## config.mk

```make
export PLATFORM = sky130hd
export DESIGN_NAME = bfly_node_arbiter_flat
export DESIGN_NICKNAME = d
export VERILOG_FILES = /design/src/rtl/bfly_node_arbiter_if.sv /design/src/rtl/bfly_node_arbiter.sv /design/src/flat_wrapper.sv
export SDC_FILE = /design/constraint.sdc
export NUM_CORES = 1
export LEC_CHECK = 0
export CELL_PAD_IN_SITES_DETAIL_PLACEMENT = 0
export CELL_PAD_IN_SITES_GLOBAL_PLACEMENT = 1
export CORE_ASPECT_RATIO = 2
export CORE_MARGIN = 1
export CORE_UTILIZATION = 40
export DETAILED_ROUTE_END_ITERATION = 16
export DONT_BUFFER_PORTS = 1
export PLACE_DENSITY_LB_ADDON = 0.1
export SLEW_MARGIN = 20
export SYNTH_ARGS = -nofsm -noshare
export SYNTH_HDL_FRONTEND = slang
export SYNTH_SLANG_ARGS = --single-unit
```

## constraint.sdc

```tcl
create_clock -name clk -period 7.55 [get_ports clk]
set_input_delay 1.51 -clock clk [delete_from_list [all_inputs] [get_ports clk]]
set_output_delay 1.51 -clock clk [all_outputs]
set_load 0.02 [all_outputs]
```

## src/rtl/bfly_node_arbiter_if.sv

```systemverilog
// Handshake bundle for one butterfly switch node:
// per-port input flits, output flits and error pulses.
interface bfly_node_arbiter_if #(
  parameter int RADIX = 4,
  parameter int CHANNEL_WIDTH = 18
);
  logic [RADIX-1:0][CHANNEL_WIDTH-1:0] in_ch;
  logic [RADIX-1:0]                    in_valid;
  logic [RADIX-1:0]                    in_ready;
  logic [RADIX-1:0][CHANNEL_WIDTH-1:0] out_ch;
  logic [RADIX-1:0]                    out_valid;
  logic [RADIX-1:0]                    out_ready;
  logic [RADIX-1:0]                    proto_err;

  modport master (
    output in_ch, in_valid, out_ready,
    input  in_ready, out_ch, out_valid, proto_err
  );

  modport slave (
    input  in_ch, in_valid, out_ready,
    output in_ready, out_ch, out_valid, proto_err
  );
endinterface

```

## src/rtl/bfly_node_arbiter.sv

```systemverilog
// Butterfly switch node: 2-deep input FIFOs, per-output
// round-robin wormhole arbitration with packet lock.
module bfly_node_arbiter #(
  parameter int RADIX = 4,
  parameter int CHANNEL_WIDTH = 18,
  parameter int STAGE = 0
) (
  input logic clk,
  input logic rst,
  bfly_node_arbiter_if.slave bus
);
  localparam int LG = (RADIX > 1) ? $clog2(RADIX) : 1;
  localparam int CW = CHANNEL_WIDTH;
  localparam int DLO = LG * STAGE;

  typedef logic [LG-1:0] idx_t;
  typedef enum logic {IDLE, BUSY} st_t;

  logic [CW-1:0] mem [RADIX][2];
  logic [RADIX-1:0] rp;
  logic [RADIX-1:0] wp;
  logic [1:0] cnt [RADIX];
  logic [CW-1:0] front [RADIX];
  logic [RADIX-1:0] nempty;
  logic [RADIX-1:0] rdy;
  logic [RADIX-1:0] push;
  logic [RADIX-1:0] pop;
  logic [RADIX-1:0] orphan;
  logic [RADIX-1:0] owned;

  st_t  st [RADIX];
  idx_t owner [RADIX];
  idx_t rr [RADIX];
  logic [RADIX-1:0] gv;
  idx_t gnt [RADIX];

  logic [RADIX-1:0] ovld;
  logic [RADIX-1:0][CW-1:0] och;

  assign bus.in_ready  = rdy;
  assign bus.out_valid = ovld;
  assign bus.out_ch    = och;
  assign bus.proto_err = orphan;

  // FIFO status; ready comes from the count register only
  always_comb begin
    for (int i = 0; i < RADIX; i++) begin
      front[i]  = mem[i][rp[i]];
      nempty[i] = cnt[i] != 2'd0;
      rdy[i]    = !rst && (cnt[i] != 2'd2);
      push[i]   = bus.in_valid[i] && rdy[i];
    end
  end

  // Output mux, pops from owners and orphan drops
  always_comb begin
    owned  = '0;
    ovld   = '0;
    och    = '0;
    pop    = '0;
    orphan = '0;
    for (int o = 0; o < RADIX; o++) begin
      if (st[o] == BUSY) owned[owner[o]] = 1'b1;
    end
    for (int o = 0; o < RADIX; o++) begin
      if (st[o] == BUSY && nempty[owner[o]]) begin
        ovld[o] = 1'b1;
        och[o]  = front[owner[o]];
        if (bus.out_ready[o]) pop[owner[o]] = 1'b1;
      end
    end
    for (int i = 0; i < RADIX; i++) begin
      orphan[i] = nempty[i] && !front[i][CW-1] && !owned[i];
      if (orphan[i]) pop[i] = 1'b1;
    end
  end

  // Round-robin pick of a head flit addressed to each output
  always_comb begin
    idx_t c;
    c = '0;
    for (int o = 0; o < RADIX; o++) begin
      gv[o]  = 1'b0;
      gnt[o] = '0;
      for (int k = 1; k <= RADIX; k++) begin
        c = rr[o] + idx_t'(k);
        if (!gv[o] && nempty[c] && front[c][CW-1] &&
            !owned[c] &&
            front[c][DLO +: LG] == idx_t'(o)) begin
          gv[o]  = 1'b1;
          gnt[o] = c;
        end
      end
    end
  end

  // Input FIFO storage and pointers
  always_ff @(posedge clk or posedge rst) begin
    if (rst) begin
      rp <= '0;
      wp <= '0;
      for (int i = 0; i < RADIX; i++) begin
        cnt[i]    <= 2'd0;
        mem[i][0] <= '0;
        mem[i][1] <= '0;
      end
    end else begin
      for (int i = 0; i < RADIX; i++) begin
        if (push[i]) begin
          mem[i][wp[i]] <= bus.in_ch[i];
          wp[i] <= ~wp[i];
        end
        if (pop[i]) rp[i] <= ~rp[i];
        cnt[i] <= cnt[i] + {1'b0, push[i]}
                         - {1'b0, pop[i]};
      end
    end
  end

  // Per-output lock FSM: grant on head, release on tail
  always_ff @(posedge clk or posedge rst) begin
    if (rst) begin
      for (int o = 0; o < RADIX; o++) begin
        st[o]    <= IDLE;
        owner[o] <= '0;
        rr[o]    <= idx_t'(RADIX - 1);
      end
    end else begin
      for (int o = 0; o < RADIX; o++) begin
        if (st[o] == IDLE) begin
          if (gv[o]) begin
            st[o]    <= BUSY;
            owner[o] <= gnt[o];
          end
        end else begin
          if (ovld[o] && bus.out_ready[o] &&
              och[o][CW-2]) begin
            st[o] <= IDLE;
            rr[o] <= owner[o];
          end
        end
      end
    end
  end
endmodule

```

## src/flat_wrapper.sv

```systemverilog
// flat-port wrapper written by rule: the top's interface ports become plain ports
module bfly_node_arbiter_flat 
#(
  parameter int RADIX = 4,
  parameter int CHANNEL_WIDTH = 18,
  parameter int STAGE = 0
)
  (clk, rst, bus_in_ch, bus_in_valid, bus_out_ready, bus_in_ready, bus_out_ch, bus_out_valid, bus_proto_err);
  bfly_node_arbiter_if #(.RADIX(RADIX), .CHANNEL_WIDTH(CHANNEL_WIDTH)) bus_i ();
  input logic clk;
  input logic rst;
  input wire logic [$bits(bus_i.in_ch)-1:0] bus_in_ch;
  input wire logic [$bits(bus_i.in_valid)-1:0] bus_in_valid;
  input wire logic [$bits(bus_i.out_ready)-1:0] bus_out_ready;
  output wire logic [$bits(bus_i.in_ready)-1:0] bus_in_ready;
  output wire logic [$bits(bus_i.out_ch)-1:0] bus_out_ch;
  output wire logic [$bits(bus_i.out_valid)-1:0] bus_out_valid;
  output wire logic [$bits(bus_i.proto_err)-1:0] bus_proto_err;
  assign bus_i.in_ch = bus_in_ch;
  assign bus_i.in_valid = bus_in_valid;
  assign bus_i.out_ready = bus_out_ready;
  assign bus_in_ready = bus_i.in_ready;
  assign bus_out_ch = bus_i.out_ch;
  assign bus_out_valid = bus_i.out_valid;
  assign bus_proto_err = bus_i.proto_err;
  bfly_node_arbiter #(.RADIX(RADIX), .CHANNEL_WIDTH(CHANNEL_WIDTH), .STAGE(STAGE)) u_core (.clk(clk), .rst(rst), .bus(bus_i));
endmodule
```

* Word level (Yosys, flattened, before mapping)
Cells that the tools add are included. Widths: inputs -> output; s select.
Cells by class: add/sub/neg operators 20, multiply operators 0, divide/modulo/power cells 0, $lt $le $gt $ge 56, equal/unequal tests 16, shift-type cells 0, mux-type cells 232, bitwise operators 46, reduce and logical (&&, ||, !) cells 149
Operators by type and width (count):
- $mux 18 | 60
- $bmux 18 s2 | 20
- $bwmux 36 | 4
- $logic_and 1x1->1 | 96
- $mux 1 | 76
- $bmux 1 s2 | 36
- $demux 18 s1 | 4
- $ge 3x3->1 const B | 20
- $lt 2x3->1 const B | 20
- $not 2->3 | 20
- $mux 4 | 12
- $logic_not 1->1 | 37
- $mux 2 | 16
- $or 4x4->4 | 6
- $add 2x2->2 const B | 8
- $eq 2x2->1 const B | 8
- $ge 2x2->1 const B | 8
- $not 1->2 | 8
- $reduce_and 2->1 | 8
- $not 1->1 | 12
- $add 2x1->2 | 4
- $add 2x1->2 const B | 4
- $demux 1 s2 | 4
- $eq 2x1->1 const B | 4
- other kinds (6) | 24
Storage, ports and cells: flip-flop bits (word level) 180, bits in latches 0, RAM bits 0, memory bits (read-only) 0, input bits 82, output and inout bits 84, word-level logic and storage cells 551, memories kept 0

* Longest topological paths before layout
depth after elaboration 37, mapped depth 12

* Worst setup path before layout
OpenSTA, ideal clock, no wires.
kind register to output, start reg u_core.owner[4] (netlist bit), end out bus_out_ch[26], arrival time 2.211 ns, data required time 6.040 ns, path slack 3.829 ns, stages on the path, launching flop included 7, cell sequence dfrtp_1 > buf_2 > inv_1 > buf_2 > buf_1 > mux4_2 > nor2_1
On the way: cells in the longest elaborated chain, start to end 5, elaborated cells between the ends (all ways) 8, those cells by class mux: 6; bitwise: 1; reduce/logical: 1
RTL lines:
- start, declared | RTL line bfly_node_arbiter.sv:32 | idx_t owner [RADIX];
- start signal, assigned by index | RTL line bfly_node_arbiter.sv:133 | owner[o] <= gnt[o];
- $not 2->3 (implied by the code) | RTL line bfly_node_arbiter.sv:68 | och[o] = front[owner[o]];
- $bmux 18 s2 | RTL line bfly_node_arbiter.sv:68
- $mux 18 (implied by the code) (2 in series) | RTL line bfly_node_arbiter.sv:68
- $mux 18 * | RTL line bfly_node_arbiter.sv:66 | if (st[o] == BUSY && nempty[owner[o]]) begin
- end, declared | RTL line flat_wrapper.sv:16 | output wire logic [$bits(bus_i.out_ch)-1:0] bus_out_ch;
Every way passes the cells marked *; elsewhere a longest branch is shown, timed or not. The select of a mux whose other input is x is not followed.

* Worst setup path after layout
start reg u_core.cnt[1] (netlist bit), end out bus_out_ch[23]
On the way: cells in the longest elaborated chain, start to end 5
RTL lines:
- start, declared | RTL line bfly_node_arbiter.sv:22 | logic [1:0] cnt [RADIX];
- start signal, assigned by index | RTL line bfly_node_arbiter.sv:114 | cnt[i] <= cnt[i] + {1'b0, push[i]}
- $reduce_bool 2->1 | RTL line bfly_node_arbiter.sv:49 | nempty[i] = cnt[i] != 2'd0;
- $bmux 1 s2 | RTL line bfly_node_arbiter.sv:66
- $mux 1 (implied by the code) | RTL line bfly_node_arbiter.sv:66
- $logic_and 1x1->1 | RTL line bfly_node_arbiter.sv:66
- $mux 18 | RTL line bfly_node_arbiter.sv:66
Every way passes these cells. The select of a mux whose other input is x is not followed.

==> out/qor.yml <==
worst_hold_path:
  min_path_type: "register to register"
yosys:
  syn_avg_cell_area_um2: 12.0
  ys_types: 77
  synth_top_cell_area_share: 0.387
  syn_nets: 1019
  synthTopCellsByArea: "dfrtp_1 39%, mux4_2 15%, mux2_2 15%, mux2i_1 6.2%, nor2_1 3.5%"
  ys.flop_type: "dfrtp_1"
  ys_warn_count: 0
  async_flop_share: 1.00
  synth_area_leader_cell: "dfrtp_1"
  synthCells: 929
  synth_area_um2: 11100
  synth-seq-cells: 180
  ys_seq_area_frac: 0.406
  synth-edff-count: 0
place:
  hpwlAfterDp_um: 27600
  port_buffers: 0
  dp.cells: 1237
  gp_congestion: 0.940
  placed_area_um2: 11400
final_layout:
  mostFrequentLayoutCell: "dfrtp_1"
  num_antenna_cells: 0
  syn_to_final_growth_pct: 7.73
  utilization: 0.436
  instances_no_fill: 1269
  postLayoutCellArea_um2: 12000
  layout_common_cells: "172 x dfrtp_1, 145 x mux2_2, 101 x nor2_1"
  fin_nets: 994
  drive_above_1_share: 0.332
critical_path:
  critPathArrivalTime_ns: 2.84
  cp_max_fo: 21
  critPathKind: "register to primary output"
  start_kind: "register"
  crit_required_ns: 6.04
  end_kind: "primary output"
grt:
  grt_pass1_wl_um: 54200
  grt_max_degree: 84
  grt_pass1_vias: 8301
  antenna_found_initial: 0
  groute.usage.overall: 0.266
  overflow: 0
die:
  initial_core_util: 0.405
  die_w_um: 120
  row_count: 86
  core_um2: 27400
  die_h_um: 238
  ios: 166
  dieArea_um2: 28500
clocking:
  cts_resized: 0
  clock_latency_ns: 0.44
  cts_buffers: 17
  cts_tree: "done"
  cts_root_buf: "clkbuf_16"
  clk_pin_slew_ns: 0.07
  clkSinkCount: 180
  cts_buffer_depth: 2
  cts_setup_buffers: 0
  htree_levels: 4
  holdBufCountCts: 0
routing:
  vias_per_cell: 6.15
  ant_nets: 0
  drtIter0Drc: 479
  post_drt_wl_per_cell_um: 28.6
  first_pass_iters: 6
  drt-total-wl_um: 36300
  num_vias: 7809
  drc_errors: 0
timing:
  finalCritPeriodShare: 0.577
  slew_violations: 0
  fmax_ghz: 0.230
  min_period_ns: 4.35
  finalSetupViolations: 0
  finalSetupTns_ns: 0
  hold_violations: 0
  tightest_slew_ns: 1.09
  skew_ns: 0.00744
  max_slew_margin: 0.269
  rsz0062_at_grt: "no"
run_status:
  outcome: "completed"
flow_run:
  max_cap_violations: 0
==> cell usage after synthesis (all sizes together), types with 13 or more instances <==
cell type	instances
a21oi	16
buf	40
clkbuf	21
dfrtp	172
inv	41
mux2	145
mux2i	69
mux4	76
nand2	43
nand3	16
nor2	103
nor3	15
nor4	13
o21ai	18
==> state kept, by name (all words and copies together) (netlist names) <==
name,cells
u_core.mem,144
u_core.cnt,8
u_core.owner,8
u_core.rr,8
u_core.rp,4
u_core.st,4
u_core.wp,4
==> critical path, stage by stage (launching register included) <==
cell,delay (ns)
dfrtp_1,0.41
or2_1,0.30
mux4_2,0.49
nand2_1,0.81
nor2_1,0.39
==> per-layer routing <==
| metal | up-vias | wire [µm] | GRT usage |
|---|---|---|---|
| met2 | 300 | 20500 | 0.501 |
| li1 | 3397 | - | - |
| met3 | 66 | 2020 | 0.0602 |
| met1 | 4046 | 11700 | 0.263 |
| met5 | - | 0 | 0 |
| met4 | 0 | 2040 | 0.148 |
==> metrics by stage <==
step                      setup WS [ns]  hold slack [ns]
after CTS                          3.18            0.505
after floorplan                    1.17            0.459
final                              3.20            0.504
after global placement             3.68            0.478
after global routing               3.07            0.517
after detailed placement           3.67            0.493
==> final cells by class <==
type	instances	area (µm²)
multi-input combinational	647	6160
timing repair buffer	17	128
inverter	41	161
clock inverter	10	95.1
fill	2605	15500
clock buffer	22	474
sequential	180	4510
tap	352	440
==> path summary, 6_finish.rpt <==
| kind | start | endpoint | slack, ns | cells past startpoint |
|---|---|---|---|---|
| setup / recovery | u_core.cnt[1]$_DFF_PP0_ | bus_out_ch[23] | 3.20 | 4 |
| hold / removal | u_core.cnt[5]$_DFF_PP0_ | u_core.cnt[5]$_DFF_PP0_ | 0.50 | 1 |
| setup reg to reg | u_core.cnt[1]$_DFF_PP0_ | u_core.cnt[3]$_DFF_PP0_ | 3.63 | 12 |
| hold reg to reg | u_core.cnt[5]$_DFF_PP0_ | u_core.cnt[5]$_DFF_PP0_ | 0.50 | 1 |
| max in group asynchronous | rst | u_core.mem[117]$_DFFE_PP0P_ | 5.17 | 2 |
| min in group asynchronous | rst | u_core.rp[1]$_DFFE_PP0N_ | 1.09 | 1 |
==> cell families (layout without fill, tap and decap cells) <==
group	Yosys count	count (layout)	synth area share
mux	290	290	0.363
simple gates	238	238	0.106
flops	180	180	0.406
buf+inv	102	90	0.0404
compound gates	95	95	0.0625
xor+xnor	16	16	0.0126
fa+ha+maj	8	8	0.00901
Power is left out: the tool's default activity adds up to more than one toggle a clock period on the data nets, which glitch-free logic cannot reach.
==> RTL change 1, RTL diff (config.mk and constraints unchanged) <==
`RADIX` is set to 4 in 3 places; all go to 2.
--- a/src/rtl/bfly_node_arbiter_if.sv
+++ b/src/rtl/bfly_node_arbiter_if.sv
@@ -2,5 +2,5 @@
 // per-port input flits, output flits and error pulses.
 interface bfly_node_arbiter_if #(
-  parameter int RADIX = 4,
+  parameter int RADIX = 2,
   parameter int CHANNEL_WIDTH = 18
 );
--- a/src/rtl/bfly_node_arbiter.sv
+++ b/src/rtl/bfly_node_arbiter.sv
@@ -2,5 +2,5 @@
 // round-robin wormhole arbitration with packet lock.
 module bfly_node_arbiter #(
-  parameter int RADIX = 4,
+  parameter int RADIX = 2,
   parameter int CHANNEL_WIDTH = 18,
   parameter int STAGE = 0
--- a/src/flat_wrapper.sv
+++ b/src/flat_wrapper.sv
@@ -2,5 +2,5 @@
 module bfly_node_arbiter_flat 
 #(
-  parameter int RADIX = 4,
+  parameter int RADIX = 2,
   parameter int CHANNEL_WIDTH = 18,
   parameter int STAGE = 0
Ports: changed (7 resized); port bits go from 166 to 84. No check against the original RTL was run, so the function may have changed too.
==> RTL change 1 against the unedited design <==
Cell count is 61% lower; worst hold slack got worse by 0.023 ns; register-to-register slack better by 1.3 ns; routed wire length decreased by 72%; setup slack better by 0.25 ns; sequential cell count decreased by 94; synthesized area fell by 60%; design area shrank 60%; fmax is 6.0% higher; critical path type unchanged; largest cell class is now sequential cells; highest routed layer unchanged.
==> RTL change 1: results (changes against the unedited design) <==
Status
  • Outcome: complete, no violations

Power
  • Psw: 1150 uW
  • Max VDD drop: 197.7 uV

Finish
  • # fillers: 1,055 (-60%)
  • Layout cells sized above 1: 27.65% (-5.5 points)
  • Nets: 400 (-60%)

Synthesis
  • Most frequent cells after synthesis: dfrtp_1, mux2_2, nor2_1, a211oi_1, mux2_1
  • Compound-Gate Fraction of Synth Area: 10.20% (+3.9 points)
  • Synthesized Nets: 406 (-60%)
  • Count of different cell masters after synthesis: 41 (-47%)
  • Sequential-to-total area share from yosys stat: 48.77% (+8.1 points)
  • Adder-cell share of the synthesized area: 1.133% (+0.23 points)
  • Multiplexer area fraction after synthesis: 27.36% (-9.0 points)
  • Area contributors post-synth: dfrtp_1, mux2_2, mux2_1
  • Xor-xnor portion of the synthesized cell area: 1.586% (+0.32 points)

CTS
  • CTS Buf Count: 9 (-8)
  • Clk_lat worst skew: 0.33 ns (-0.11 ns)
  • H-tree levels: 3 (-1)
  • Post-CTS sizing: 0 (unchanged)

Placed design
  • Place WS: 3.491 ns (-0.1754 ns)
  • Placed cell area: 4471 um2 (-61%)
  • Final HPWL DP: 7228 um (-74%)
  • Routability cong.: 0.8174 (-13%)

Routing
  • DRT iter0 DRCs: 132 (-72%)
  • TritonRoute pass-1 iters: 4 (-2)
  • Routed WL: 10,050 um (-72%)
  • Via Count: 2,734 (-65%)

Timing
  • Fmax: 243.5 MHz (+6.0%)
  • Clock Skew: 0.003486 ns (-0.003949 ns)
  • Worst-Margin Slew: 1.119 ns (+0.02439 ns)

Setup path
  • Arr. time, crit path: 2.60 ns (-0.24 ns)
  • R2r endpoint: u_core.cnt[1]
  • CP Capture Point: bus_out_ch[30]
  • Critical Path Source: u_core.owner[0]
  • R2R setup slack: 4.89 ns (+1.26 ns)
  • Cell depth of the worst flop-to-flop path: 7 (-5)
  • Crit path max fanout: 38 (+81%)
  • R2R Path Start: u_core.rp[1]

GRT
  • Vias in the first global route: 2,820 (-66%)
  • Pin count of the biggest net entering global routing: 63 (-25%)
  • Total track usage: 18.66% (-8.0 points)
  • Initial antenna violation count: 0 (unchanged)
  • First-pass GRT wire length: 15,930 um (-71%)

Worst hold path
  • Hold_sp: u_core.mem[23]
  • WHS Endpoint: u_core.mem[23]
  • Worst Hold Depth: 1 (unchanged)
==> RTL change 1: final cells by class <==
cell class                 instances  area, um2  share of cell area [%]
sequential                        86       2155                   45.46
multi-input combinational        239       2061                   43.48
clock buffer                      14      264.0                   5.570
tap                              140      175.2                   3.696
inverter                          15      57.56                   1.214
timing repair buffer               3      22.52                  0.4752
clock inverter                     1      5.005                  0.1056
==> RTL change 1: logic make-up after synthesis <==
group                      count (synthesis)
muxes                                    108
DFF                                       86
and+or+nand+nor                           60
AOI/OAI and AO/OA                         59
buffers and inverters                     35
xor gates and xnor gates                   8
adders and majority gates                  4
==> RTL change 1: stage by stage <==
step / hold slack, ns / instances
finish: 0.4816 / 498
global route: 0.4969 / 498
CTS: 0.4871 / 498
detailed placement: 0.4739 / 483
global placement: 0.4662 / 483
floorplan: 0.4541 / 360
==> RTL change 1: power by group through the flow <==
stage	sequential [uW]	combinational (uW)	clock (uW)
finish	902	1270	404
detailed placement	911	1280	0
global placement	902	1270	0
CTS	905	1290	418
floorplan	810	1140	0
global route	938	1390	435
==> RTL change 1: metal layers <==
layer | share of wire, % | wire length [um] | vias up | GRT usage, %
met2 | 52 | 5239 | 70 | 31.67
met3 | 5.2 | 525 | 11 | 5.273
li1 | - | - | 1285 | -
met5 | 0 | 0 | - | 0
met1 | 41 | 4120 | 1368 | 22.28
met4 | 1.6 | 163 | 0 | 7.115
==> RTL change 1: critical path, cell delays in order, from the launching register on <==
cell	delay [ns]
dfrtp_1	0.37
buf_4	0.39
nor3_1	0.11
a211o_1	0.60
a211oi_1	0.78
==> RTL change 2, RTL diff (same flow settings) <==
Without the edit above. Make the reset (`rst`) synchronous in 2 clocked blocks.
--- a/src/rtl/bfly_node_arbiter.sv
+++ b/src/rtl/bfly_node_arbiter.sv
@@ -96,5 +96,5 @@
 
   // Input FIFO storage and pointers
-  always_ff @(posedge clk or posedge rst) begin
+  always_ff @(posedge clk) begin
     if (rst) begin
       rp <= '0;
@@ -119,5 +119,5 @@
 
   // Per-output lock FSM: grant on head, release on tail
-  always_ff @(posedge clk or posedge rst) begin
+  always_ff @(posedge clk) begin
     if (rst) begin
       for (int o = 0; o < RADIX; o++) begin
Formal check against the unedited RTL: not equivalent (Yosys sat finds a counterexample within 4 cycles, from zero or initial values and one cycle with rst high; the reset may be asserted at any time).
==> RTL change 2 against the unedited design <==
Setup slack better by 0.091 ns; design area decreased by 2.7%; routed wire length fell by 4.8%; synthesized cell count is 11% higher; sequential cell count unchanged; critical path depth grew 1; synthesized area decreased by 2.8%; critical path type unchanged; critical endpoint is now bus_out_ch[16].
==> RTL change 2: results (changes against the unedited design) <==
Status
  • Outcome: complete, no violations

Finish
  • Layout cells sized above 1: 13.32% (-20 points)
  • Max reg flops: 144 (unchanged)
  • Nets: 1,083 (+9.0%)

Synthesis
  • Count of different cell masters after synthesis: 68 (-12%)
  • EDFF count, synth: 110 (+110)
  • Sequential-to-total area share from yosys stat: 43.54% (+2.9 points)
  • Syn_area_per_cell: 10.49 um2 (-12%)
  • Async S/R FF share, synth: 0% (-100 points)
  • Most frequent cells after synthesis: nand2_1, nor2_1, edfxtp_1, and2_1, mux4_2
  • Synth Warn #: 0 (unchanged)
  • Area contributors post-synth: edfxtp_1, mux4_2, dfxtp_1

GRT
  • Vias in the first global route: 7,898 (-4.9%)
  • Met3 GRT Util: 6.032% (+0.0099 points)
  • Met1 Use GR: 26.29% (about the same)
  • Pin count of the biggest net entering global routing: 104 (+24%)
  • Initial antenna violation count: 4 (+4)
  • Total track usage: 25.68% (-0.94 points)
  • First-pass GRT wire length: 50,410 um (-7.0%)
  • GRT met2 Usage: 46.16% (-4.0 points)

Routing
  • Drt via density: 5.907 (-4.0%)
  • DRT iter0 DRCs: 534 (+11%)
  • TritonRoute pass-1 iters: 5 (-1)
  • Via Count: 7,974 (+2.1%)
  • Routed WL: 34,510 um (-4.8%)

Worst hold path
  • Worst Hold Depth: 2 (+1)
  • Hold_sp: u_core.mem[3][22]

Setup path
  • Crit path max fanout: 25 (+19%)
  • CP Capture Point: bus_out_ch[16]
  • R2R Path Start: u_core.owner[2][1]
  • Arr. time, crit path: 2.75 ns (-0.09 ns)
  • R2r endpoint: u_core.cnt[1][1]
  • R2R setup slack: 3.75 ns (+0.12 ns)
  • Critical Path Source: u_core.owner[0][0]

Power
  • Max VDD drop: 152.5 uV
  • P_leak: 0.003956 uW
  • Psw: 1327 uW

CTS
  • Post-CTS Setup Bufs: 0 (unchanged)
  • CTS Buffer Depth: 2 (unchanged)
  • H-tree levels: 4 (unchanged)

Placed design
  • Final HPWL DP: 25,070 um (-9.2%)
  • Port buffer count: 0 (unchanged)
  • Placed insts: 1,318 (+6.5%)
  • Routability cong.: 0.9616 (+2.3%)

Timing
  • Clock Skew: 0.008755 ns (+0.001319 ns)
  • Worst-Margin Slew: 1.048 ns (-0.04596 ns)
## RTL change 2: worst min-delay path by stage
stage,to
floorplan,u_core.mem[3][20]
global placement,u_core.mem[2][15]
detailed placement,u_core.mem[2][8]
CTS,u_core.mem[2][8]
global route,u_core.mem[2][8]
finish,u_core.mem[3][22]
## RTL change 2: final cells by class
class	instances	area (um2)
clock buffers	20	489.2
multi-input cells	747	5682
fillers	2541	14730
well taps	344	430.4
inverters	32	120.1
repair buffers	15	112.6
clock inverters	12	111.4
flip-flops and latches	180	4705
## RTL change 2: power groups by stage
stage	clock network [uW]	registers (uW)	logic, uW
final	922	1260	1380
after global routing	979	1280	1480
after CTS	939	1260	1380
after detailed placement	0	1290	1370
after global placement	0	1280	1370
after floorplan	0	1240	1060
## RTL change 2: kinds of logic after synthesis
logic type,after synthesis,synth area share [%]
flip-flops,180,43.54
AO/OA/AOI/OAI,133,7.816
XOR/XNOR,12,0.9727
adder cells (fa/ha/maj),8,0.9264
buffers and inverters,103,3.949
AND/OR/NAND/NOR,445,20.17
multiplexers,149,22.63
## RTL change 2: worst max-delay path: stages, from the launching register on
cell      delay, ns
edfxtp_1       0.32
buf_4          0.40
inv_1          0.14
mux4_2         0.37
nand2_1        0.48
nor2_1         0.58
## RTL change 2: through the flow
| step | instance area [um2] | hold WS [ns] | setup slack [ns] |
|---|---|---|---|
| after global placement | 11050 | 0.4373 | 3.757 |
| after floorplan | 10810 | 0.4357 | 3.976 |
| after global routing | 11650 | 0.4676 | 3.063 |
| after CTS | 11650 | 0.4500 | 3.243 |
| final | 11650 | 0.4536 | 3.288 |
| after detailed placement | 11050 | 0.4400 | 3.756 |
## RTL change 2: per-layer routing
metal / vias up / wire length (um)
li1: 3661 / -
met1: 3892 / 11750
met2: 336 / 18330
met3: 81 / 2095
met4: 4 / 2318
met5: - / 22
